--- config.mk ---
export PLATFORM = sky130hd
export DESIGN_NAME = bnd_plse_tx
export DESIGN_NICKNAME = d
export VERILOG_FILES = /design/src/rtl/bnd_plse_pkg.sv /design/src/rtl/bnd_plse_tx_buf.sv /design/src/rtl/bnd_plse_tx.sv
export SDC_FILE = /design/constraint.sdc
export NUM_CORES = 1
export LEC_CHECK = 0
export CAP_MARGIN = 30
export CORE_MARGIN = 8
export CORE_UTILIZATION = 58
export CTS_CLUSTER_SIZE = 14
export DETAILED_ROUTE_END_ITERATION = 8
export PLACE_DENSITY_LB_ADDON = 0.2
export SLEW_MARGIN = 20
export SYNTH_ARGS = -nofsm -noshare
export SYNTH_HDL_FRONTEND = slang
export SYNTH_SLANG_ARGS = --single-unit
--- constraint.sdc ---
create_clock -name clk -period 5.95 [get_ports clk]
set_input_delay 1.19 -clock clk [delete_from_list [all_inputs] [get_ports clk]]
set_output_delay 1.19 -clock clk [all_outputs]
set_load 0.02 [all_outputs]
--- src/rtl/bnd_plse_pkg.sv ---
// Shared types and defaults for the BND_PLSE transmit framer.
package bnd_plse_pkg;

    localparam int unsigned DEF_DATA_W      = 8;
    localparam int unsigned DEF_MAX_PAYLOAD = 64;

    typedef enum logic [1:0] {
        IDLE     = 2'd0,
        SEND     = 2'd1,
        WAIT_ACK = 2'd2,
        ERR      = 2'd3
    } state_e;

    typedef enum logic [1:0] {
        ERR_NONE  = 2'd0,
        ERR_SHORT = 2'd1,
        ERR_OVFL  = 2'd2,
        ERR_RETRY = 2'd3
    } err_e;

    // $clog2 that never yields a zero-width vector.
    function automatic int unsigned clog2_min1(input int unsigned n);
        return (n <= 1) ? 1 : $clog2(n);
    endfunction

endpackage

--- src/rtl/bnd_plse_tx_buf.sv ---
// Payload buffer: single-port RAM appended at the write pointer (== count),
// read combinationally by index while a frame is serialised.
module bnd_plse_tx_buf
    import bnd_plse_pkg::*;
#(
    parameter int unsigned DATA_W = DEF_DATA_W,
    parameter int unsigned DEPTH  = DEF_MAX_PAYLOAD,
    parameter int unsigned CW     = $clog2(DEPTH + 1),
    parameter int unsigned AW     = clog2_min1(DEPTH)
) (
    input  logic              clk,
    input  logic              reset,
    input  logic              wr_en,
    input  logic [DATA_W-1:0] wr_data,
    input  logic              clr,
    input  logic [AW-1:0]     rd_idx,
    output logic [DATA_W-1:0] rd_data_c,
    output logic [CW-1:0]     count,
    output logic [CW-1:0]     count_nxt_c
);

    logic [DATA_W-1:0] mem_q [DEPTH];
    logic [CW-1:0]     count_q;
    logic [CW-1:0]     count_d;
    logic              wr_ok;

    // Writes are dropped once full, so the count saturates at DEPTH.
    assign wr_ok = wr_en && !clr && (count_q < CW'(DEPTH));

    always_comb begin
        count_d = count_q;
        if (clr) begin
            count_d = '0;
        end else if (wr_ok) begin
            count_d = count_q + CW'(1);
        end
    end

    always_ff @(posedge clk or negedge reset) begin
        if (!reset) begin
            count_q <= '0;
        end else begin
            count_q <= count_d;
        end
    end

    always_ff @(posedge clk) begin
        if (wr_ok) begin
            mem_q[count_q[AW-1:0]] <= wr_data;
        end
    end

    assign rd_data_c   = mem_q[rd_idx];
    assign count       = count_q;
    assign count_nxt_c = count_d;

endmodule

--- src/rtl/bnd_plse_tx.sv ---
// BND_PLSE transmit framer: buffers a payload, serialises it with boundary
// markers on the first and last byte, then waits for ack with bounded retries.
module bnd_plse_tx
    import bnd_plse_pkg::*;
#(
    parameter int unsigned DATA_W      = DEF_DATA_W,
    parameter int unsigned MIN_PAYLOAD = 4,
    parameter int unsigned MAX_PAYLOAD = DEF_MAX_PAYLOAD,
    parameter int unsigned ACK_TIMEOUT = 16,
    parameter int unsigned MAX_RETRY   = 3
) (
    input  logic              clk,
    input  logic              reset,
    input  logic              load_valid,
    input  logic [DATA_W-1:0] load_data,
    output logic              load_ready,
    input  logic              send,
    output logic [DATA_W-1:0] data_out,
    output logic              data_valid,
    output logic              bnd_plse,
    input  logic              ack,
    output logic              busy,
    output logic              done,
    output logic [1:0]        err,
    input  logic              err_clr
);

    localparam int unsigned CW = $clog2(MAX_PAYLOAD + 1);
    localparam int unsigned AW = clog2_min1(MAX_PAYLOAD);
    localparam int unsigned TW = clog2_min1(ACK_TIMEOUT);
    localparam int unsigned RW = clog2_min1(MAX_RETRY + 1);

    // First and last byte must be distinct so a frame always has two markers.
    if (MIN_PAYLOAD < 2) begin : g_chk_min
        $error("bnd_plse_tx: MIN_PAYLOAD must be at least 2");
    end
    if (MAX_PAYLOAD < MIN_PAYLOAD) begin : g_chk_max
        $error("bnd_plse_tx: MAX_PAYLOAD must be at least MIN_PAYLOAD");
    end
    if (ACK_TIMEOUT < 1) begin : g_chk_tmo
        $error("bnd_plse_tx: ACK_TIMEOUT must be at least 1");
    end

    state_e            state_q, state_d;
    logic [CW-1:0]     idx_q, idx_d;
    logic [TW-1:0]     timer_q, timer_d;
    logic [RW-1:0]     retry_q, retry_d;
    err_e              err_q, err_d;

    logic [DATA_W-1:0] data_out_q, data_out_d;
    logic              data_valid_q, data_valid_d;
    logic              bnd_q, bnd_d;
    logic              busy_q, busy_d;
    logic              done_q, done_d;
    logic              load_ready_q, load_ready_d;

    logic              buf_wr;
    logic              buf_clr;
    logic [CW-1:0]     buf_count;
    logic [CW-1:0]     buf_count_nxt;
    logic [DATA_W-1:0] buf_rd_data;
    logic [CW-1:0]     frame_len;
    logic [CW-1:0]     last_idx;

    bnd_plse_tx_buf #(
        .DATA_W (DATA_W),
        .DEPTH  (MAX_PAYLOAD),
        .CW     (CW),
        .AW     (AW)
    ) u_buf (
        .clk         (clk),
        .reset       (reset),
        .wr_en       (buf_wr),
        .wr_data     (load_data),
        .clr         (buf_clr),
        .rd_idx      (idx_d[AW-1:0]),
        .rd_data_c   (buf_rd_data),
        .count       (buf_count),
        .count_nxt_c (buf_count_nxt)
    );

    // A byte loaded in the same cycle as send belongs to the frame.
    assign buf_wr    = load_valid && load_ready_q;
    assign frame_len = buf_count + CW'(buf_wr);
    assign last_idx  = frame_len - CW'(1);

    always_ff @(posedge clk or negedge reset) begin
        if (!reset) begin
            state_q      <= IDLE;
            idx_q        <= '0;
            timer_q      <= '0;
            retry_q      <= '0;
            err_q        <= ERR_NONE;
            data_out_q   <= '0;
            data_valid_q <= 1'b0;
            bnd_q        <= 1'b0;
            busy_q       <= 1'b0;
            done_q       <= 1'b0;
            load_ready_q <= 1'b1;
        end else begin
            state_q      <= state_d;
            idx_q        <= idx_d;
            timer_q      <= timer_d;
            retry_q      <= retry_d;
            err_q        <= err_d;
            data_out_q   <= data_out_d;
            data_valid_q <= data_valid_d;
            bnd_q        <= bnd_d;
            busy_q       <= busy_d;
            done_q       <= done_d;
            load_ready_q <= load_ready_d;
        end
    end

    // Next state, index/timer/retry bookkeeping and buffer control.
    always_comb begin
        state_d = state_q;
        idx_d   = idx_q;
        timer_d = timer_q;
        retry_d = retry_q;
        err_d   = err_q;
        buf_clr = 1'b0;
        unique case (state_q)
            IDLE: begin
                if (load_valid && (buf_count == CW'(MAX_PAYLOAD))) begin
                    err_d   = ERR_OVFL;
                    state_d = ERR;
                end else if (send) begin
                    if (frame_len < CW'(MIN_PAYLOAD)) begin
                        err_d   = ERR_SHORT;
                        buf_clr = 1'b1;
                        state_d = ERR;
                    end else begin
                        idx_d   = '0;
                        state_d = SEND;
                    end
                end
            end
            SEND: begin
                if (idx_q == last_idx) begin
                    timer_d = '0;
                    state_d = WAIT_ACK;
                end else begin
                    idx_d = idx_q + CW'(1);
                end
            end
            WAIT_ACK: begin
                if (ack) begin
                    buf_clr = 1'b1;
                    retry_d = '0;
                    state_d = IDLE;
                end else if (timer_q == TW'(ACK_TIMEOUT - 1)) begin
                    if (retry_q < RW'(MAX_RETRY)) begin
                        retry_d = retry_q + RW'(1);
                        idx_d   = '0;
                        state_d = SEND;
                    end else begin
                        err_d   = ERR_RETRY;
                        state_d = ERR;
                    end
                end else begin
                    timer_d = timer_q + TW'(1);
                end
            end
            ERR: begin
                if (err_clr) begin
                    err_d   = ERR_NONE;
                    buf_clr = 1'b1;
                    retry_d = '0;
                    state_d = IDLE;
                end
            end
            default: state_d = IDLE;
        endcase
    end

    // Output register inputs, decoded from the state being entered.
    always_comb begin
        data_out_d   = '0;
        data_valid_d = 1'b0;
        bnd_d        = 1'b0;
        busy_d       = (state_d == SEND) || (state_d == WAIT_ACK);
        done_d       = (state_q == WAIT_ACK) && ack;
        load_ready_d = (state_d == IDLE) && (buf_count_nxt < CW'(MAX_PAYLOAD))
                       && (err_d == ERR_NONE);
        if (state_d == SEND) begin
            data_out_d   = buf_rd_data;
            data_valid_d = 1'b1;
            bnd_d        = (idx_d == '0) || (idx_d == last_idx);
        end
    end

    assign data_out   = data_out_q;
    assign data_valid = data_valid_q;
    assign bnd_plse   = bnd_q;
    assign busy       = busy_q;
    assign done       = done_q;
    assign load_ready = load_ready_q;
    assign err        = err_q;

endmodule

==> impl_metrics.yaml <==
yosys:
  synth_enable_flop_cells: 512
  synth_largest_type_area_fraction: 0.6655
  mappedNetlistArea_um2: 23100
  netlist_top_cells_area: "sky130_fd_sc_hd__edfxtp_1 67%, sky130_fd_sc_hd__nand2_1 7.3%, sky130_fd_sc_hd__dfrtp_1 3.9%, sky130_fd_sc_hd__nand3_1 3.1%, sky130_fd_sc_hd__nor2_1 2.2%"
  ys_seq_elements: 549
  avgSynthCellArea_um2: 12.51
  ys_seq_area_frac: 0.7056
  synth_net_count: 1871
  number_of_standard_cells_after_synthesis: 1846
  synth_flop_cell: "sky130_fd_sc_hd__edfxtp_1"
  fraction_of_registers_with_async_set_or_reset_after_synthesis: 0.06740
  post_synth_num_cell_types: 83
  yosys_warnings: 0
  netlist.top_cell.by_area: "sky130_fd_sc_hd__edfxtp_1"
worst_hold_path:
  min_path_type: "flop to flop"
  min_path_cells: 2
  startpoint_of_the_most_critical_hold_path: "retry_q[1]"
  holdPathEnd: "retry_q[1]"
setup_path:
  timing_worst_setup_path_type: "primary input to flop"
  crit_path_top_delay_cell: "sky130_fd_sc_hd__a311oi_1"
  cp-startpoint: "load_valid"
  cp_data_arrival_time_ps: 6030
  critical-path-max-stage-delay_ps: 650
  setup.worst_path.start_class: "primary input"
  critPathRequiredTime_ps: 6480
  regToRegEndpoint: "data_out[5]"
  timing.critical_path.to_type: "flop"
  reg2reg_depth: 17
  critical_path.most_common_cell: "sky130_fd_sc_hd__ha_1"
  crit_chain: "clkdlybuf4s50_1, nand2_1, inv_1, ha_1, ha_1, inv_1, ha_1, and3_1, a31o_2, xnor3_1, o2111ai_1, or2_1, a221oi_4, buf_4, buf_12, nand2_1, nand3_1, nand3_1, a311oi_1, o311a_1"
  critPathMaxFanout: 61
  timing.reg2reg.setup_slack_ps: 1070
  beginning_of_the_worst_register_to_register_path: "u_buf.count[0]"
clock_network:
  tritoncts: "yes"
  postCtsSetupBuffers: 0
  cts_hold_repair.buffers: 0
  tritoncts.num_buffers: 54
  root_buffer: "sky130_fd_sc_hd__clkbuf_16"
  clk_path_buf_depth: 3
  h-tree-depth: 2
  ctsResizeCount: 0
  worst_setup_hold_path_clk_slew_ps: 60
  clock_sink_count: 549
  insertion_delay_ps: 600
timing:
  setup_tns_ps: 0
  rsz0062_at_grt: "false"
  post-route-period-util: 0.9247
  hold_viol_final: 0
  timing.max_slew.rel_slack: 0.4397
  fmax_mhz: 181.8
  worst_slew_pin_slew_ps: 840.4
  period_needed_ps: 5502
  clock-skew-final_ps: 19.41
  layout_setup_ws_ps: 448.3
  setup_viol_count_final: 0
  holdWs_ps: 496.8
  final_max_slew_viol_count: 0
detailed_routing:
  detailedRoute.firstIterationViolations: 2503
  total_vias_in_the_final_route: 16100
  drt_drc_violations_left: 0
  drt_wl_total_mm: 63.35
  route.antenna.remaining_nets: 0
  wl_per_cell_um: 24.52
  route.detailed.vias_per_inst: 6.230
  drt_first_pass_iters: 6
global_routing:
  grt_start_max_net_pins: 65
  total_congestion_overflow: 0
  first_pass_grt_wire_length_mm: 96.06
  vias_in_the_first_global_route: 15560
  grt_antenna_before_repair: 0
  global_route.usage.total: 0.2700
power:
  power.leakage_nw: 9.664
  power.ir.vdd_worst_uv: 333.2
  power.density_nw_per_um2: 524.6
  design_power_total_mw: 14.08
final_layout:
  final_cell_mix: "512 x sky130_fd_sc_hd__edfxtp_1, 452 x sky130_fd_sc_hd__nand2_1, 184 x sky130_fd_sc_hd__buf_4"
  layout_commonest_cell: "sky130_fd_sc_hd__edfxtp_1"
  layout-drive-gt1-share: 0.1491
  fin_area_um2: 26840
  areaGrowthSynthToFinish_pct: 16.19
  layoutNonFillerInstCount: 2584
  finish.net_count: 2042
  final_core_utilization: 0.6787
  antenna_cells_inserted: 0
die:
  floorplan.core_area_um2: 39550
  row_count: 73
  floorplan.die_area_um2: 46470
  floorplan.die.height_um: 215.6
  die_width_um: 215.6
  effective_utilization_at_floorplan: 0.5841
  ios: 29
placement:
  buffer_ports.inserted: 28
  postPlaceCellArea_um2: 25140
  placement.setup.worst_slack_ps: -60.72
  gpl.final_weighted_congestion: 0.9225
  number_of_placed_cells_counting_well_taps: 2485
  place.detailed.hpwl_mm: 39.48
outcome:
  run_status: "finished clean"
job:
  cap_viol_max_count: 0
[kinds of logic (layout without fill, tap and decap cells)]
group	Yosys count	count (layout)	share of synthesized area
flops	549	549	0.7056
mux	35	35	0.01549
simple gates	816	816	0.1504
xor+xnor	31	31	0.01549
fa+ha+maj	11	11	0.005957
buf+inv	131	344	0.02860
compound gates	273	273	0.07842
[worst max-delay path, delay by kind of cell]
kind	cells	cell delay, ps
XOR/XNOR	1	270
buffers and inverters	5	1110
adder cells (fa/ha/maj)	3	750
AND/OR/NAND/NOR	6	950
AO/OA/AOI/OAI	5	1760
[layer usage]
metal	wire length [µm]	GRT usage
met1	25260	0.3750
met2	28850	0.4135
met3	6505	0.05091
met4	2741	0.1214
met5	0	0
[worst max path at each step]
stage                             end  slack [ps]  cells after the start
after floorplan           data_out[4]         840                     20
after global placement    data_out[5]          50                     22
after detailed placement  data_out[3]         -60                     22
after CTS                 data_out[3]         540                     22
after global routing      data_out[5]         210                     22
final                     data_out[5]         450                     20
[cell usage after synthesis (all sizes together), types with 10 or more instances]
| master | number |
|---|---|
| edfxtp | 512 |
| nand2 | 452 |
| nand3 | 142 |
| nor2 | 140 |
| a21oi | 103 |
| buf | 80 |
| dfrtp | 36 |
| o21ai | 35 |
| clkbuf | 34 |
| mux2i | 29 |
| a31oi | 21 |
| xnor2 | 18 |
| and3 | 16 |
| inv | 16 |
| nor3 | 16 |
| ha | 11 |
| o211ai | 11 |
| o22ai | 11 |
| a32oi | 10 |
[flip-flops by register name, indices dropped and copies added (netlist names), 2 cells and up]
| signal | flops |
|---|---|
| retry_q | 2 |
| u_buf.count | 7 |
| data_out | 8 |
| state_q | 2 |
| u_buf.mem_q | 512 |
| idx_q | 7 |
| timer_q | 4 |
| err | 2 |
[layout make-up]
type / count / area, µm²
clock buffers: 67 / 1400
well taps: 525 / 656.9
flip-flops and latches: 549 / 16300
repair buffers: 229 / 1964
fillers: 2871 / 12710
clock inverters: 31 / 277.8
inverters: 17 / 72.57
multi-input cells: 1166 / 6170
[report_power, final]
group / switching [mW] / internal [mW] / leakage [nW]
combinational: 4.01 / 2.35 / 3.77
sequential: 0.123 / 4.31 / 5.08
clock: 1.42 / 1.88 / 0.813
total: 5.55 / 8.53 / 9.66
No activity file was read; power rests on OpenSTA's default activity.
